**src/rtl/paralelo_serial_tx.sv**
```systemverilog
// Parallel-to-serial transmitter: byte FIFO feeding an MSB-first shifter,
// preceded by a fixed comma run so the downstream receiver can lock.
module paralelo_serial_tx #(
  parameter int         FIFO_DEPTH  = 4,
  parameter int         COMMA_COUNT = 4,
  parameter logic [7:0] IDLE_CHAR   = 8'hBC
) (
  input  logic                          clk_32f,
  input  logic                          reset,
  input  logic [7:0]                    data_in,
  input  logic                          valid_in,
  output logic                          in_ready,
  output logic                          data_out,
  output logic                          active,
  output logic                          byte_tick,
  output logic [$clog2(FIFO_DEPTH):0]   fifo_count
);

  localparam int AW  = $clog2(FIFO_DEPTH);
  localparam int CW  = AW + 1;
  localparam int CCW = $clog2(COMMA_COUNT + 1) + 1;

  typedef enum logic {SYNC, ACTIVE} state_t;

  state_t          state_q, state_d;
  logic [7:0]      mem [FIFO_DEPTH];
  logic [AW-1:0]   wr_ptr_q, wr_ptr_d;
  logic [AW-1:0]   rd_ptr_q, rd_ptr_d;
  logic [CW-1:0]   count_q, count_d;
  logic [2:0]      bit_cnt_q, bit_cnt_d;
  logic [7:0]      cur_byte_q, cur_byte_d;
  logic [CCW-1:0]  comma_cnt_q, comma_cnt_d;
  logic            data_out_q, data_out_d;
  logic            active_q, active_d;
  logic            byte_tick_q, byte_tick_d;

  logic            push, pop, boundary, go_active;

  assign in_ready  = (count_q != CW'(FIFO_DEPTH));
  assign boundary  = (bit_cnt_q == 3'd7);
  assign push      = valid_in && in_ready;
  // The last comma boundary already behaves as ACTIVE so data can follow the final comma directly.
  assign go_active = (state_q == ACTIVE) || (comma_cnt_q >= CCW'(COMMA_COUNT));
  assign pop       = boundary && go_active && (count_q != '0);

  always_comb begin
    state_d     = state_q;
    wr_ptr_d    = wr_ptr_q;
    rd_ptr_d    = rd_ptr_q;
    count_d     = count_q;
    cur_byte_d  = cur_byte_q;
    comma_cnt_d = comma_cnt_q;
    active_d    = active_q;
    data_out_d  = cur_byte_q[3'd7 - bit_cnt_q];
    bit_cnt_d   = bit_cnt_q + 3'd1;
    byte_tick_d = boundary;

    if (boundary) begin
      if (go_active) begin
        state_d    = ACTIVE;
        active_d   = 1'b1;
        cur_byte_d = pop ? mem[rd_ptr_q] : IDLE_CHAR;
      end else begin
        cur_byte_d  = IDLE_CHAR;
        comma_cnt_d = comma_cnt_q + CCW'(1);
      end
    end

    if (push) wr_ptr_d = wr_ptr_q + AW'(1);
    if (pop)  rd_ptr_d = rd_ptr_q + AW'(1);
    if (push && !pop)      count_d = count_q + CW'(1);
    else if (pop && !push) count_d = count_q - CW'(1);
  end

  always_ff @(posedge clk_32f) begin
    if (!reset && push) mem[wr_ptr_q] <= data_in;
  end

  always_ff @(posedge clk_32f) begin
    if (reset) begin
      state_q     <= SYNC;
      wr_ptr_q    <= '0;
      rd_ptr_q    <= '0;
      count_q     <= '0;
      bit_cnt_q   <= '0;
      cur_byte_q  <= IDLE_CHAR;
      comma_cnt_q <= CCW'(1);
      data_out_q  <= 1'b0;
      active_q    <= 1'b0;
      byte_tick_q <= 1'b0;
    end else begin
      state_q     <= state_d;
      wr_ptr_q    <= wr_ptr_d;
      rd_ptr_q    <= rd_ptr_d;
      count_q     <= count_d;
      bit_cnt_q   <= bit_cnt_d;
      cur_byte_q  <= cur_byte_d;
      comma_cnt_q <= comma_cnt_d;
      data_out_q  <= data_out_d;
      active_q    <= active_d;
      byte_tick_q <= byte_tick_d;
    end
  end

  assign data_out   = data_out_q;
  assign active     = active_q;
  assign byte_tick  = byte_tick_q;
  assign fifo_count = count_q;

endmodule

```
**config.mk**
```make
export PLATFORM = sky130hd
export DESIGN_NAME = paralelo_serial_tx
export DESIGN_NICKNAME = d
export VERILOG_FILES = /design/src/rtl/paralelo_serial_tx.sv
export SDC_FILE = /design/constraint.sdc
export NUM_CORES = 1
export LEC_CHECK = 0
export ABC_AREA = 1
export CAP_MARGIN = 20
export CORE_ASPECT_RATIO = 1.4
export CORE_UTILIZATION = 45
export DETAILED_ROUTE_END_ITERATION = 10
export PLACE_DENSITY_LB_ADDON = 0.1
export SETUP_SLACK_MARGIN = 0.2
export SLEW_MARGIN = 20
export SYNTH_ARGS = -nofsm -noshare
export SYNTH_HDL_FRONTEND = slang
export SYNTH_SLANG_ARGS = --single-unit
```
**constraint.sdc**
```tcl
create_clock -name clk_32f -period 6.2 [get_ports clk_32f]
set_input_delay 1.55 -clock clk_32f [delete_from_list [all_inputs] [get_ports clk_32f]]
set_output_delay 1.55 -clock clk_32f [all_outputs]
set_load 0.005 [all_outputs]
```
After elaboration in Yosys (flattened, before gate mapping)
Memory sizes are Yosys's and may differ from the RTL's. A register that Yosys moved wholly into a read port is not among the register bits.
Cells that the tools add are included.
{"block": "classes", "n_addsub": 7, "magnitude_cmp": 2, "n_eq_ne": 2, "mux": 10, "n_bitwise": 1, "n_reduce_logical": 14}
{"operator": "8-bit two-way mux", "n": 2}
{"operator": "3-bit by 1-bit adder with 3-bit output, second input constant", "n": 2}
{"operator": "1-bit logical AND", "n": 6}
{"operator": "3-bit two-way mux", "n": 2}
{"operator": "2-bit by 1-bit adder with 2-bit output, second input constant", "n": 2}
{"operator": "4-bit by 1-bit adder with 4-bit output, second input constant", "n": 1}
{"operator": "4-bit by 3-bit >= comparator with 1-bit output, second input constant", "n": 1}
{"operator": "3-bit by 4-bit less-than comparator with 1-bit output, second input constant", "n": 1}
{"operator": "2-bit two-way mux", "n": 2}
{"operator": "2-bit AND reduction", "n": 2}
{"operator": "1-bit binary-select mux with 3-bit select", "n": 1}
{"operator": "3-bit == test, second input constant", "n": 1}
{"operator": "1-bit zero test", "n": 3}
{"operator": "1-bit two-way mux", "n": 3}
{"operator": "3-bit != test, second input constant", "n": 1}
{"operator": "3-bit nonzero test", "n": 1}
{"operator": "3-bit by 1-bit subtractor with 3-bit output, second input constant", "n": 1}
{"operator": "3-bit subtractor, first input constant", "n": 1}
{"operator": "2-bit nonzero test", "n": 1}
{"operator": "1-bit logical OR", "n": 1}
{"operator": "1-bit inverter", "n": 1}
{"block": "totals", "regBits": 25, "ramBits": 32, "inputBits": 11, "output_inout_bits": 7, "word_cells": 46, "memories": 1}
{"name": "mem", "depth": 4, "width": 8, "read_ports": 1, "rd_clocked_by_memory_dff": 1, "wr": 1, "line_no": "26", "source": "logic [7:0] mem [FIFO_DEPTH];"}

Longest topological paths before layout
Gate-level depths: netlist (run 1).
{"block": "logic_depth", "depth_word": 7, "mapped_depth": 12, "depth_no_buf": 12}

Worst setup path before layout (run 1)
OpenSTA, ideal clock, no wires.
{"block": "synth_path", "path_type": "input -> register", "startpoint": "input valid_in", "endpoint": "register count_q[2] (netlist: fifo_count[2])", "arrival_ns": 2.610, "setup_slack_ns": 3.470, "cell_stages": 9, "path_buffers": 0, "path_cell_list": "nand2_1 -> inv_1 -> ha_1 -> inv_1 -> fa_1 -> nand2_1 -> nand3b_1 -> o21ai_0 -> a21oi_1"}
{"block": "synth_via", "elab_chain_cells": 4}
{"item": "start: declaration", "line_no": "11", "source": "input logic valid_in,"}
{"item": "1-bit logical AND *", "line_no": "41", "source": "assign push = valid_in && in_ready;"}
{"item": "1-bit zero test", "line_no": "72", "source": "else if (pop && !push) count_d = count_q - CW'(1);"}
{"item": "1-bit logical AND", "line_no": "72"}
{"item": "2-bit nonzero test (no line)"}
{"item": "end signal: assignment", "line_no": "95", "source": "count_q <= count_d;"}
{"item": "end: declaration", "line_no": "29", "source": "logic [CW-1:0] count_q, count_d;"}
Every way passes the cells marked *; elsewhere a longest branch is shown, timed or not.
A chain may end at the register's enable or synchronous reset.

Final worst setup path (run 1)
{"block": "layout_path", "startpoint": "input reset", "endpoint": "memory mem[1][0], enable pin"}
{"block": "layout_via", "elab_chain_cells": 4}
{"item": "start: declaration", "line_no": "9", "source": "input logic reset,"}
{"item": "1-bit zero test", "line_no": "76", "source": "if (!reset && push) mem[wr_ptr_q] <= data_in;"}
{"item": "1-bit logical AND", "line_no": "76"}
{"item": "1-bit two-way mux", "line_no": "76"}
{"item": "1-bit two-way mux (implied by the code)", "line_no": "76"}
{"item": "end: declaration", "line_no": "26"}
No other way between the ends.

==> results.yml, run 1 <==
drt:
  wl_per_cell_um: 12.48
  vias_per_cell: 4.685
  ant_nets: 0
  drc: 0
  dr.pass1.iters: 4
  vias: 1682
  drt_iter0_markers: 104
  totalWireLength_um: 4480
worst_setup_path:
  cp-start-kind: "primary input"
  crit_path_max_incr_delay_ns: 0.75
  critical_path_class: "in2reg"
  end_kind: "register"
  cp.required_ns: 6.16
  reg2regPathDepth: 8
  arrival_ns: 3.46
  path_cells: "clkdlybuf4s50_1, inv_1, nand2_1, nor2_1"
  slowest_stage: "clkdlybuf4s50_1"
  path_max_fanout: 17
sta:
  final_hold_viol_count: 0
  skew_ns: 0.008631
  fin_crit_sh: 0.5647
  relSlewSlack: 0.5488
  fin_crit_ns: 3.501
  setup_viol: 0
  tns_ns: 0
  rsz0062_at_grt: "false"
  worst_pin_slew_ns: 0.6747
  fin_ws_ns: 2.699
  fmax_mhz: 285.6
  slew_violations: 0
finish:
  areaGrowthSynthToFinish_pct: 14.25
  num_antenna_cells: 0
  final_util: 0.5441
  drive_above_1_share: 0.06485
  nets: 308
  design_area_sq_um: 2849
clocking:
  clock-sinks: 59
  htreeDepth: 3
  clk_pin_slew_worst_paths_ns: 0.06
  post_cts_resized: 0
  clockBufferDepth: 2
  postCtsSetupRepairBufs: 0
  cts_tree: "built"
  clk_root_buffer_cell: "clkbuf_8"
  cts_buffers: 9
  cts_hold_buf: 0
  clkLatencyLatePin_ns: 0.33
place:
  post-place-ws_ns: 2.318
  place.gp.congestion: 0.8042
  io_buffers: 17
  dpl-instance-area_sq_um: 2696
  hpwl_um: 3330
logic_synthesis:
  synthCells: 267
  syn-cell-area_sq_um: 2494
  ys_ff_latch: 59
  synthArstFlopShare: 0
  avgSynthCellArea_sq_um: 9.339
  synthDominantAreaCellType: "edfxtp_1"
  yosysTopAreaCellShare: 0.3853
  synth.area.top_cells: "edfxtp_1 (39%), dfxtp_1 (22%), nand2_1 (11%)"
  yosysMostFrequentCell: "nand2_1"
  synth_warnings: 0
  seq_area_frac_synth: 0.6021
  synth_flop_cell: "edfxtp_1"
  yosys-top-cells-count: "nand2_1 (75), inv_1 (37), edfxtp_1 (32)"
  syn_nets: 287
  synth-edff-count: 32
  synth_cell_types: 22
global_route:
  grt_max_degree: 18
  antenna_found_initial: 0
  grt_pass1_wl_um: 7638
  overflow: 0
  grt_pass1_vias: 1591
  track_usage: 0.1812
floorplanning:
  dieWidth_um: 64.92
  num_io_pins: 18
  initial_core_util: 0.4762
  die_area_sq_um: 5848
  die_height_um: 90.08
  coreArea_sq_um: 5236
  rows: 31
outcome:
  status: "complete, no violations"
hold_path:
  whs_path_depth: 2
  holdCritPathClass: "reg2reg"
power_and_ir_drop:
  leakage_uw: 0.001162
  ir_drop_uv: 177.0
  power_density_nw_per_um2: 270.2
  finalPower_uw: 769.9
run:
  maxCapViolations: 0
[power breakdown]
part           internal, uW  leakage, uW  switching [uW]
Sequential              426     0.000510            7.73
Clock                   141    0.0000792             133
Combinational          26.8     0.000572            35.0
[worst paths after layout]
| check | start | to | slack [ns] |
|---|---|---|---|
| worst max-delay path | reset | mem[1][0] | 2.70 |
| worst min-delay path | comma_cnt_q[3] | comma_cnt_q[3] | 0.45 |
| worst max register to register | bit_cnt_q[0] | fifo_count[1] | 3.95 |
| worst min register to register | comma_cnt_q[3] | comma_cnt_q[3] | 0.45 |
[flip-flops by register name, indices dropped and copies added (netlist names), named ones only]
register and cells:
data_out 1, rd_ptr_q 2, fifo_count 3, mem 32, active 1, byte_tick 1, comma_cnt_q 4, wr_ptr_q 2
bit_cnt_q 3, cur_byte_q 8
[layout by cell type, fill, tap and decap left out, drive strengths merged]
master         Yosys  final
inv               38     38
clkdlybuf4s50      0     17
o21ai              9      9
nand3b             1      1
fa                 1      1
edfxtp            32     32
nor2              22     22
ha                 8      8
a21oi             17     17
clkinv             1      5
nand2             79     79
clkbuf             0     12
nand3             22     22
o21bai             1      1
dfxtp             27     27
xor2               1      1
nor3               1      1
[metal layers]
metal  vias to the layer above  track usage  wire length, um
li1                        896            -                -
met3                         9      0.03807              110
met2                        23       0.3030             2398
met4                         0       0.1167              106
met1                       754       0.2030             1864
met5                         -            0                0
[logic make-up (layout without fill, tap and decap cells)]
family	after synthesis	in the layout	share of synthesized area
buffers and inverters	46	72	0.07978
DFF	59	59	0.6021
adders and majority gates	9	9	0.04817
and+or+nand+nor	125	125	0.2082
xor gates and xnor gates	1	1	0.003513
AOI/OAI and AO/OA	27	27	0.05820
[worst max-delay path, delay by kind of cell]
| family | cells | cell delay [ns] |
|---|---|---|
| buffers and inverters | 2 | 1.18 |
| AND/OR/NAND/NOR | 2 | 0.73 |
[stage by stage]
stage          hold WS (ns)  instances
2_1_floorplan        0.4275        267
3_3_place_gp         0.4354        343
3_5_place_dp         0.4436        343
4_1_cts              0.4548        359
5_1_grt              0.4717        359
6_report             0.4484        359
[final cells by class]
type                    instances  area (sq um)
inverters                      39         148.9
well taps                      66         82.58
flip-flops and latches         59          1501
repair buffers                 17         170.2
fillers                       475          2387
multi-input cells             162         793.3
clock buffers                  12         135.1
clock inverters                 4         17.52
Power figures use the tool's default switching activity.
==> run 2: changes to the inputs <==
==> constraint.sdc (replaced) <==
create_clock -name clk_32f -period 2.96 [get_ports clk_32f]
set_input_delay 0.74 -clock clk_32f [delete_from_list [all_inputs] [get_ports clk_32f]]
set_output_delay 0.74 -clock clk_32f [all_outputs]
set_load 0.005 [all_outputs]
==> results.yml, run 2 (synthesis results as in run 1) <==
worst_setup_path:
  path_max_fanout: 9
  critical_path_class: "reg2reg"
  arrival_ns: 2.44
  end_kind: "register"
  crit_top_cell: "ha_1"
  crit_path_max_incr_delay_ns: 0.48
  cp.required_ns: 3.18
  cp_top_family: "adder cells"
  path_cells: "ha_1, ha_1, nand3_1, ha_1, inv_1, fa_1, o21ai_0, a21oi_1"
  path_buf_inv: 1
  slowest_stage: "dfxtp_1"
  cp-start-kind: "register"
finish:
  areaGrowthSynthToFinish_pct: 17.96
  nets: 313
  largest_register_ffs: 32
  drive_above_1_share: 0.08725
  final_cells: 364
  mostFrequentLayoutCells: "nand2_1 (75), inv_1 (37), edfxtp_1 (32)"
  top_regs: "mem x32, cur_byte_q x8, comma_cnt_q x4"
  layout.cells.most_common: "nand2_1"
  largest_register: "mem"
  num_antenna_cells: 0
place:
  place.gp.congestion: 0.6980
  io_buffers: 17
  hpwl_um: 2862
  placed_cells: 348
clocking:
  cts_buffers: 9
  htreeDepth: 3
  clk_root_buffer_cell: "clkbuf_8"
  cts_tree: "built"
  clockBufferDepth: 2
  clock-sinks: 59
  post_cts_resized: 0
  cts_hold_buf: 0
  clk_pin_slew_worst_paths_ns: 0.07
  postCtsSetupRepairBufs: 0
  clkLatencyLatePin_ns: 0.33
drt:
  vias_per_cell: 4.654
  ant_nets: 0
  vias: 1694
  totalWireLength_um: 4300
  drc: 0
  dr.pass1.iters: 4
  drt_iter0_markers: 77
  wl_per_cell_um: 11.81
sta:
  fmax_mhz: 450.8
  relSlewSlack: 0.5681
  skew_ns: 0.009677
  rsz0062_at_grt: "false"
  tns_ns: 0
  worst_pin_slew_ns: 0.6469
  fin_crit_sh: 0.7494
  setup_viol: 0
  fin_crit_ns: 2.218
  slew_violations: 0
  final_hold_viol_count: 0
power_and_ir_drop:
  p_comb_frac: 0.072
  leakage_uw: 0.001210
  netSwitchingFraction: 0.2150
  power_frac_clock: 0.425
  power_density_nw_per_um2: 614.3
  p_int_uw: 1418
  p_seq_frac: 0.503
  ir_drop_uv: 375.1
  power.switching_uw: 388.6
floorplanning:
  rows: 31
  die_area_sq_um: 5848
  coreArea_sq_um: 5236
  initial_core_util: 0.4762
  dieWidth_um: 64.92
  die_height_um: 90.08
  num_io_pins: 18
run:
  maxCapViolations: 0
global_route:
  grt_pass1_vias: 1607
  grt_max_degree: 18
  grt_pass1_wl_um: 7479
  overflow: 0
  antenna_found_initial: 0
  track_usage: 0.1735
outcome:
  status: "complete, no violations"
hold_path:
  holdCritPathClass: "reg2reg"
## run 2: tightest hold or removal path: cells and delay by family (launching register included)
| kind | cells | cell delay [ns] |
|---|---|---|
| flops | 1 | 0.30 |
| buf+inv | 1 | 0.08 |
| simple gates | 1 | 0.04 |
## run 2: power by group through the flow
stage	clock network, uW	logic, uW	registers, uW
2_1_floorplan	0	74.7	924
3_3_place_gp	0	129	926
3_5_place_dp	0	130	927
4_1_cts	785	132	909
5_1_grt	824	148	912
6_report	769	130	908
## run 2: layer usage
metal  vias up  GRT usage  part of all wire
li1        904          -                 -
met1       753     0.2047              0.46
met2        26     0.2734              0.48
met3        11    0.03807             0.026
met4         0     0.1222             0.033
met5         -          0                 0
## run 2: final cells by class
class | instances | area [sq um]
Fill cell | 505 | 2295
Tap cell | 66 | 82.58
Inverter | 39 | 148.9
Clock buffer | 10 | 127.6
Multi-Input combinational cell | 162 | 793.3
Timing Repair Buffer | 22 | 207.7
Sequential cell | 59 | 1501
Clock inverter | 6 | 80.08
## run 2: metrics by stage
step	total power [uW]	setup slack, ns	util	hold slack (ns)	cell area (sq um)
detailed placement	1057	0.4757	0.5221	0.4544	2734
global placement	1055	0.5196	0.5221	0.4479	2734
finish	1807	0.7419	0.5618	0.4658	2942
floorplan	998.5	0.9856	-	0.4275	2494
global route	1884	0.5170	0.5618	0.4880	2942
CTS	1826	0.7230	0.5618	0.4696	2942
## run 2: path summary, 6_finish.rpt
kind                            slack, ns        endpoint            from  cells after the start
worst min-delay path                 0.47  comma_cnt_q[3]  comma_cnt_q[3]                      2
worst max register to register       0.74   fifo_count[1]    bit_cnt_q[0]                      8
worst min register to register       0.47  comma_cnt_q[3]  comma_cnt_q[3]                      2
worst max-delay path                 0.74   fifo_count[1]    bit_cnt_q[0]                      8
==> run 3: changes to the inputs <==
==> constraint.sdc (replaced) <==
create_clock -name clk_32f -period 1.85 [get_ports clk_32f]
set_input_delay 0.4625 -clock clk_32f [delete_from_list [all_inputs] [get_ports clk_32f]]
set_output_delay 0.4625 -clock clk_32f [all_outputs]
set_load 0.005 [all_outputs]
==> results.yml, run 3 (synthesis results as in run 1) <==
sta:
  fin_crit_sh: 0.9329
  slew_violations: 0
  worst_pin_slew_ns: 0.3591
  relSlewSlack: 0.7603
  setup_viol: 0
  rsz0062_at_grt: "true"
  skew_ns: 0.008421
  fmax_mhz: 579.4
  fin_crit_ns: 1.726
  final_hold_viol_count: 0
  fin_ws_ns: 0.1241
drt:
  vias: 1740
  totalWireLength_um: 4396
  vias_per_cell: 4.652
  ant_nets: 0
  drt_iter0_markers: 80
  wl_per_cell_um: 11.75
  drc: 0
  dr.pass1.iters: 4
clocking:
  clk_root_buffer_cell: "clkbuf_8"
  clkLatencyLatePin_ns: 0.33
  htreeDepth: 3
  clock-sinks: 59
  cts_tree: "built"
  cts_buffers: 9
  clk_pin_slew_worst_paths_ns: 0.07
  clockBufferDepth: 2
  cts_hold_buf: 0
power_and_ir_drop:
  leakage_uw: 0.001286
  ir_drop_uv: 522.6
  power_density_nw_per_um2: 945.6
finish:
  largest_register_ffs: 32
  nets: 323
  areaGrowthSynthToFinish_pct: 23.43
  final_cells: 374
  nFillCells: 480
  largest_register: "mem"
  top_regs: "mem x32, cur_byte_q x8, comma_cnt_q x4"
  final_util: 0.5878
  drive_above_1_share: 0.1623
  num_antenna_cells: 0
  mostFrequentLayoutCells: "nand2_1 (75), inv_1 (34), edfxtp_1 (32)"
  layout.cells.most_common: "nand2_1"
global_route:
  grt_max_degree: 17
  overflow: 0
  track_usage: 0.1754
  grt_pass1_vias: 1660
  antenna_found_initial: 0
  grt_pass1_wl_um: 7458
place:
  place.gp.congestion: 0.7285
  io_buffers: 17
  hpwl_um: 2950
  post-place-ws_ns: -0.2110
  placed_cells: 353
floorplanning:
  rows: 31
  die_area_sq_um: 5848
  dieWidth_um: 64.92
  initial_core_util: 0.4762
  coreArea_sq_um: 5236
  die_height_um: 90.08
  num_io_pins: 18
worst_setup_path:
  path_cells: "ha_4, ha_4, nand3_4, ha_4, inv_2, fa_2, nand2_1, nand3b_1, o21ai_1, a21oi_1"
  path_max_fanout: 2
  reg2regPathDepth: 10
  crit_top_cell: "ha_4"
  slowest_stage: "dfxtp_4"
  rrSetupSlack_ns: 0.12
  cp-start-kind: "register"
  regToRegEndpoint: "fifo_count[2]"
  end_kind: "register"
  worstReg2RegStart: "bit_cnt_q[1]"
  arrival_ns: 1.95
  crit_start: "bit_cnt_q[1]"
  critical_path_class: "reg2reg"
  cp.required_ns: 2.07
  crit_path_max_incr_delay_ns: 0.35
hold_path:
  whs_path_depth: 2
  hold_path_startpoint: "comma_cnt_q[3]"
  whs_endpoint: "comma_cnt_q[3]"
  holdCritPathClass: "reg2reg"
run:
  maxCapViolations: 0
outcome:
  status: "complete, no violations"
-- run 3: per-stage QoR --
step / hold slack, ns / total power [uW] / setup TNS (ns) / area (sq um)
after CTS: 0.4727 / 2953 / 0 / 3075
after global placement: 0.4366 / 1716 / -0.5158 / 2829
final: 0.4666 / 2911 / 0 / 3078
after detailed placement: 0.4598 / 1720 / -0.9947 / 2829
after floorplan: 0.4275 / 1615 / 0 / 2551
after global routing: 0.4931 / 3051 / 0 / 3078
-- run 3: power by group --
part           leakage (uW)  switching (uW)  internal, uW
Clock              0.000108             469           741
Combinational      0.000666             132           118
Sequential         0.000512            22.1          1430
Total               0.00129             623          2290
-- run 3: worst max-delay path by stage --
stage	endpoint
after floorplan	fifo_count[2]
after global routing	fifo_count[2]
after global placement	fifo_count[2]
after detailed placement	fifo_count[2]
after CTS	fifo_count[2]
final	fifo_count[2]
-- run 3: what timing repair did --
| item | CTS | global route |
|---|---|---|
| buffers inserted | 5 | 0 |
| endpoints found under the setup margin | 7 | 5 |
| pin swaps | 1 | 4 |
| gates resized for setup | 7 | 2 |
| cloned | 0 | 0 |
-- run 3: cell type report --
cell class | count | area [sq um] | share of cell area
Clock buffer | 9 | 123.9 | 0.04024
Clock inverter | 7 | 82.58 | 0.02683
Inverter | 39 | 148.9 | 0.04837
Multi-Input combinational cell | 162 | 845.8 | 0.2748
Sequential cell | 59 | 1513 | 0.4915
Tap cell | 66 | 82.58 | 0.02683
Timing Repair Buffer | 32 | 281.5 | 0.09146
-- run 3: per-layer routing --
layer,up-vias,routed length [um],global-route usage
met5,-,0,0
met2,18,2218,0.2839
li1,928,-,-
met1,787,1976,0.1964
met4,0,97,0.1352
met3,7,104,0.03553
-- run 3: critical path: cells and delay by family (launching register included) --
| family | cells | cell delay [ns] |
|---|---|---|
| adder cells (fa/ha/maj) | 4 | 0.80 |
| flip-flops | 1 | 0.35 |
| AND/OR/NAND/NOR | 3 | 0.25 |
| AO/OA/AOI/OAI | 2 | 0.19 |
| buffers and inverters | 1 | 0.04 |
